## src/rtl/sound_mixer_ng.sv

```systemverilog
// Stereo sound mixer: snapshots NUM_CH channel levels once per sample period,
// accumulates them one channel per cycle into left/right sums, scales each side
// by its master volume and queues the stereo sample in a small output FIFO.
module sound_mixer_ng #(
    parameter int NUM_CH     = 4,
    parameter int LEVEL_W    = 4,
    parameter int OUT_W      = 16,
    parameter int FIFO_DEPTH = 4,
    parameter int SAMPLE_DIV = 128
) (
    input  logic                             clk,
    input  logic                             rst,
    input  logic                             enable,
    input  logic [NUM_CH*LEVEL_W-1:0]        ch_level,
    input  logic [NUM_CH-1:0]                pan_l,
    input  logic [NUM_CH-1:0]                pan_r,
    input  logic [2:0]                       vol_l,
    input  logic [2:0]                       vol_r,
    output logic                             out_valid,
    input  logic                             out_ready,
    output logic [OUT_W-1:0]                 out_left,
    output logic [OUT_W-1:0]                 out_right,
    output logic [$clog2(FIFO_DEPTH+1)-1:0]  fifo_count,
    output logic                             overrun,
    input  logic                             clr_overrun
);
    localparam int ACC_W = LEVEL_W + $clog2(NUM_CH);
    localparam int P_W   = ACC_W + 3;
    localparam int IDX_W = (NUM_CH > 1) ? $clog2(NUM_CH) : 1;
    localparam int DIV_W = (SAMPLE_DIV > 1) ? $clog2(SAMPLE_DIV) : 1;
    localparam int PTR_W = $clog2(FIFO_DEPTH);
    localparam int CNT_W = $clog2(FIFO_DEPTH + 1);
    localparam int SHIFT = OUT_W - 1 - P_W;

    typedef enum logic [1:0] {IDLE, ACC, SCALE, PUSH} state_t;

    state_t                    state;
    logic [DIV_W-1:0]          div_cnt;
    logic                      tick;
    logic [IDX_W-1:0]          ch_idx;
    logic [NUM_CH*LEVEL_W-1:0] lvl_snap;
    logic [NUM_CH-1:0]         pl_snap;
    logic [NUM_CH-1:0]         pr_snap;
    logic [2:0]                vl_snap;
    logic [2:0]                vr_snap;
    logic                      snap_en;
    logic [ACC_W-1:0]          acc_l;
    logic [ACC_W-1:0]          acc_r;
    logic [P_W-1:0]            prod_l;
    logic [P_W-1:0]            prod_r;
    logic [LEVEL_W-1:0]        cur_lvl;
    logic                      cur_pl;
    logic                      cur_pr;
    logic                      abort;
    logic                      push;
    logic                      pop;
    logic                      full;
    logic                      push_ok;
    logic                      drop;
    logic [OUT_W-1:0]          samp_l;
    logic [OUT_W-1:0]          samp_r;
    logic [2*OUT_W-1:0]        mem [FIFO_DEPTH];
    logic [2*OUT_W-1:0]        head;
    logic [PTR_W-1:0]          wr_ptr;
    logic [PTR_W-1:0]          rd_ptr;

    assign tick = (div_cnt == DIV_W'(SAMPLE_DIV - 1));

    // Free-running sample-rate divider, independent of enable.
    always_ff @(posedge clk) begin
        if (rst || tick) div_cnt <= '0;
        else             div_cnt <= div_cnt + DIV_W'(1);
    end

    // Select the snapshotted level and pan bits of the channel being accumulated.
    always_comb begin
        cur_lvl = '0;
        cur_pl  = 1'b0;
        cur_pr  = 1'b0;
        for (int unsigned k = 0; k < NUM_CH; k++) begin
            if (ch_idx == IDX_W'(k)) begin
                cur_lvl = lvl_snap[k*LEVEL_W +: LEVEL_W];
                cur_pl  = pl_snap[k];
                cur_pr  = pr_snap[k];
            end
        end
    end

    // Only a sample started while enabled is aborted by enable dropping; a muted
    // sample (zeroed snapshot) always completes so the stream stays continuous.
    assign abort = snap_en & ~enable;
    assign push  = (state == PUSH) && !abort;

    // Snapshot / accumulate / scale / push sequencer.
    always_ff @(posedge clk) begin
        if (rst) begin
            state    <= IDLE;
            ch_idx   <= '0;
            lvl_snap <= '0;
            pl_snap  <= '0;
            pr_snap  <= '0;
            vl_snap  <= '0;
            vr_snap  <= '0;
            snap_en  <= 1'b0;
            acc_l    <= '0;
            acc_r    <= '0;
            prod_l   <= '0;
            prod_r   <= '0;
        end else if (state != IDLE && abort) begin
            state <= IDLE;
        end else begin
            case (state)
                IDLE: begin
                    if (tick) begin
                        lvl_snap <= enable ? ch_level : '0;
                        pl_snap  <= enable ? pan_l : '0;
                        pr_snap  <= enable ? pan_r : '0;
                        vl_snap  <= vol_l;
                        vr_snap  <= vol_r;
                        snap_en  <= enable;
                        acc_l    <= '0;
                        acc_r    <= '0;
                        ch_idx   <= '0;
                        state    <= ACC;
                    end
                end
                ACC: begin
                    acc_l <= acc_l + (cur_pl ? ACC_W'(cur_lvl) : ACC_W'(0));
                    acc_r <= acc_r + (cur_pr ? ACC_W'(cur_lvl) : ACC_W'(0));
                    if (ch_idx == IDX_W'(NUM_CH - 1)) state <= SCALE;
                    else                              ch_idx <= ch_idx + IDX_W'(1);
                end
                SCALE: begin
                    prod_l <= P_W'(acc_l) * P_W'({1'b0, vl_snap} + 4'd1);
                    prod_r <= P_W'(acc_r) * P_W'({1'b0, vr_snap} + 4'd1);
                    state  <= PUSH;
                end
                PUSH:    state <= IDLE;
                default: state <= IDLE;
            endcase
        end
    end

    assign samp_l = OUT_W'(prod_l) << SHIFT;
    assign samp_r = OUT_W'(prod_r) << SHIFT;

    assign full    = (fifo_count == CNT_W'(FIFO_DEPTH));
    assign pop     = out_valid & out_ready;
    assign push_ok = push & (~full | pop);
    assign drop    = push & full & ~pop;

    // FIFO storage; when full with a same-cycle pop, wr_ptr equals rd_ptr and the
    // head is read out before being overwritten at the clock edge.
    always_ff @(posedge clk) begin
        if (push_ok) mem[wr_ptr] <= {samp_l, samp_r};
    end

    // FIFO pointers, occupancy and sticky overrun flag.
    always_ff @(posedge clk) begin
        if (rst) begin
            wr_ptr     <= '0;
            rd_ptr     <= '0;
            fifo_count <= '0;
            overrun    <= 1'b0;
        end else begin
            if (push_ok) wr_ptr <= wr_ptr + PTR_W'(1);
            if (pop)     rd_ptr <= rd_ptr + PTR_W'(1);
            case ({push_ok, pop})
                2'b10:   fifo_count <= fifo_count + CNT_W'(1);
                2'b01:   fifo_count <= fifo_count - CNT_W'(1);
                default: fifo_count <= fifo_count;
            endcase
            if (drop)             overrun <= 1'b1;
            else if (clr_overrun) overrun <= 1'b0;
        end
    end

    assign out_valid = (fifo_count != '0);
    assign head      = mem[rd_ptr];
    assign out_left  = out_valid ? head[2*OUT_W-1:OUT_W] : '0;
    assign out_right = out_valid ? head[OUT_W-1:0] : '0;

endmodule
```

## config.mk

```make
export PLATFORM = sky130hd
export DESIGN_NAME = sound_mixer_ng
export DESIGN_NICKNAME = d
export VERILOG_FILES = /design/src/rtl/sound_mixer_ng.sv
export SDC_FILE = /design/constraint.sdc
export NUM_CORES = 1
export LEC_CHECK = 0
export BUFFER_PORTS_ARGS = -buffer_cell sky130_fd_sc_hd__buf_4
export CORE_UTILIZATION = 44
export DETAILED_ROUTE_END_ITERATION = 12
export SLEW_MARGIN = 20
export SYNTH_ARGS = -nofsm -noshare
export SYNTH_HDL_FRONTEND = slang
export SYNTH_SLANG_ARGS = --single-unit
export TNS_END_PERCENT = 100
```

## constraint.sdc

```tcl
create_clock -name clk -period 5.65 [get_ports clk]
set_input_delay 0.8475 -clock clk [delete_from_list [all_inputs] [get_ports clk]]
set_output_delay 0.8475 -clock clk [all_outputs]
set_load 0.02 [all_outputs]
```

==> metrics <==
Post-synth EDFFs just over 70; R2R setup slack 2.23 ns; CTS tree yes; Total Wirelength 15800 microns; crit share post-route around three fifths; Initial Util between 40% and 50%; Final Hold Viols 0; setup slack after layout 2.23 ns; core area 18000 sq um; Mapped Area 8040 sq um; Starting DRT DRC Count roughly 210; crit path max fanout 10; CP startpoint kind register; Post-DP Area 8540 sq um; TritonCTS Buffers 17; H-tree levels 4; clk sinks 154; post-DR vias/cell between 5 and 6; hold_ws 0.449 ns; wire length on met3 504 microns; clock-pin slew on the worst setup and hold paths approximately 0.060 ns; Final setup viols 0; final RePlAce weighted congestion between 0.8 and 0.9; initial antenna violation count 0; Max Clock Freq 292 MHz; worst reg2reg path depth 11; ranking of synthesized cells by area edfxtp_1, dfxtp_1, ha_1, mux4_2, fa_1; IO buf count 57; fraction of layout cells with a size suffix above 1 14.7%; Routed Antenna Nets 0; Async SR Flop Fraction 0%; Seq cells post-synth 154; TNS Setup 0 ns; pin count of the biggest net entering global routing 77; met2 wire length 7670 microns; Post-CTS Resized 0; Die H 137 microns; Synth top cells by count nand2_1, dfxtp_1, edfxtp_1, a21oi_1, ha_1; diodes inserted 0; Top FF cell, synth dfxtp_1; First-pass DRT Iterations 4; Hold Crit Endpoint lvl_snap[5]; RSZ-0062 raised after global routing no; Post-CTS Setup Repair Bufs 0; reg-to-reg endpoint prod_r[6]; Crit Path Category reg -> reg; leakage power 3.45 nW; Overall Global Routing Usage 18.0%; R2R Path Start vr_snap[0]; top routing layer in use met4; Distinct cells, synth 54; Clock Latency Late Sink 0.43 ns; Avg Inst Size Synth around 11 sq um; Die ar. between 15000 and 20000 sq um; Post-CTS Hold Buffers 0; max_slew headroom 37.4%; nets about 910; DRC violation count after routing 0; Syn Inst Count ~760; top cell type's share of synthesized area 26.9%; Worst-Margin Slew 0.940 ns; most frequent cell after synthesis nand2_1; Max-Cap Viols 0; CTS Root Cell clkbuf_16; Data arrival, critical path 3.70 ns; DP Wirelength around 11000 microns; synth warn 0; GRT Residual Overflow 0; CTS max path bufs 2; vias in the first global route 5311; PD cells 255 nW/um^2; Area Overhead vs Synth 13.0%; Site Rows 49; hold path start lvl_snap[5]; final instance area 9080 sq um; Req. time, crit path 5.93 ns; Synth area leader edfxtp_1; Ports 72; Tmin final 3.42 ns; Metal-1 WL approximately 7300 microns; first-pass GRT wire length 26300 microns; min-delay worst type reg -> reg; drt wl/cell roughly 15 microns; sequential fraction of the synthesis area between 40 and 50%; Hold Path Cell Cnt 2; Die X between 100 and 150 microns; status complete, no violations; fin util between 50% and 60%; Slew Limit Fails 0; vias post-DR 5500; nature of the critical path endpoint register; Worst Clk Skew just under 0.01 ns; Worst VDD drop 0.209 mV; dpl ws 2.25 ns
[registers in the layout, indices dropped and copies added (netlist names), 3 cells and up, named ones only]
| name | cells |
|---|---|
| acc_l | 6 |
| prod_r | 9 |
| pl_snap | 4 |
| acc_r | 6 |
| prod_l | 9 |
| lvl_snap | 16 |
| div_cnt | 7 |
| vl_snap | 3 |
| fifo_count | 3 |
| mem | 72 |
| pr_snap | 4 |
| vr_snap | 3 |
[how the worst max path moves through the flow]
stage                 to  depth (start not counted)       start
6_report       prod_r[6]                         11  vr_snap[0]
5_1_grt        prod_r[6]                         11  vr_snap[0]
4_1_cts        prod_l[6]                         11  vl_snap[0]
3_5_place_dp   prod_r[6]                         11  vr_snap[0]
3_3_place_gp   prod_l[6]                         11  vl_snap[0]
2_1_floorplan  prod_l[6]                         13  vl_snap[0]
[kinds of logic (layout without fill, tap and decap cells)]
group                      Yosys count  count (layout)  synth area share (%)
other                                1              14                0.0466
adders and majority gates           66              66                  12.0
muxes                               21              21                  5.42
buffers and inverters               92             133                  5.49
xor gates and xnor gates            26              26                  2.83
AOI/OAI and AO/OA                  115             115                  8.87
DFF                                154             154                  47.3
and+or+nand+nor                    289             289                  18.0
[report_power, final]
group	leakage [nW]	internal, mW	switching, mW
Combinational	1.89	0.0312	0.0638
Clock	0.240	0.569	0.487
Sequential	1.32	1.16	0.00475
[per-stage QoR]
step | total power, mW | std cells
finish | 2.32 | 1047
floorplan | 1.26 | 777
global route | 2.39 | 1047
detailed placement | 1.29 | 1015
CTS | 2.34 | 1047
global placement | 1.28 | 1015
[area by class of cell]
type	instances	area [sq um]
clock buffers	18	429
clock inverters	14	115
fillers	1617	8880
inverters	41	154
multi-input cells	531	3840
flip-flops and latches	154	3800
well taps	229	287
repair buffers	60	450
[per-layer routing]
metal	GRT usage, %	vias to the layer above
met4	6.78	0
met3	3.30	22
met5	0	-
met1	23.5	2655
met2	29.7	101
li1	-	2722
[cells in the final DEF, fill, tap and decap left out, types with 3 or more instances in the layout]
cell        netlist  final
xor2_1           10     10
inv_1            41     41
a31oi_1           3      3
nand2b_1          7      7
o21ai_0           6      6
o211ai_1          3      3
nor2b_1          22     22
or3_1             4      4
and3_1            9      9
nor4b_1           4      4
nor2_1           41     41
o21a_1            3      3
buf_4            20     60
edfxtp_1         72     72
nand3_1          42     42
clkbuf_16         0     17
mux4_2           18     18
fa_1             19     19
xnor2_1          16     16
a211oi_1          4      4
nand3b_1          3      3
clkinvlp_4        0      8
inv_6             0      4
mux2i_1           3      3
and2_1           41     41
conb_1            1     14
nand2_1          87     87
nor3_1           14     14
a21o_1            5      5
or2_2             5      5
dfxtp_1          82     82
ha_1             47     47
a21oi_1          68     68
a221oi_1          7      7
nand4_1           5      5
[worst max-delay path, stage by stage (launching register included)]
cell,delay [ns]
dfxtp_1,0.49
ha_1,0.21
xor2_1,0.32
nand2_1,0.13
fa_1,0.50
fa_1,0.55
fa_1,0.47
nand2b_1,0.16
a21oi_1,0.18
a211oi_1,0.08
a21oi_1,0.15
nor2_1,0.05
Note: power is estimated with default switching activity, not from simulation.
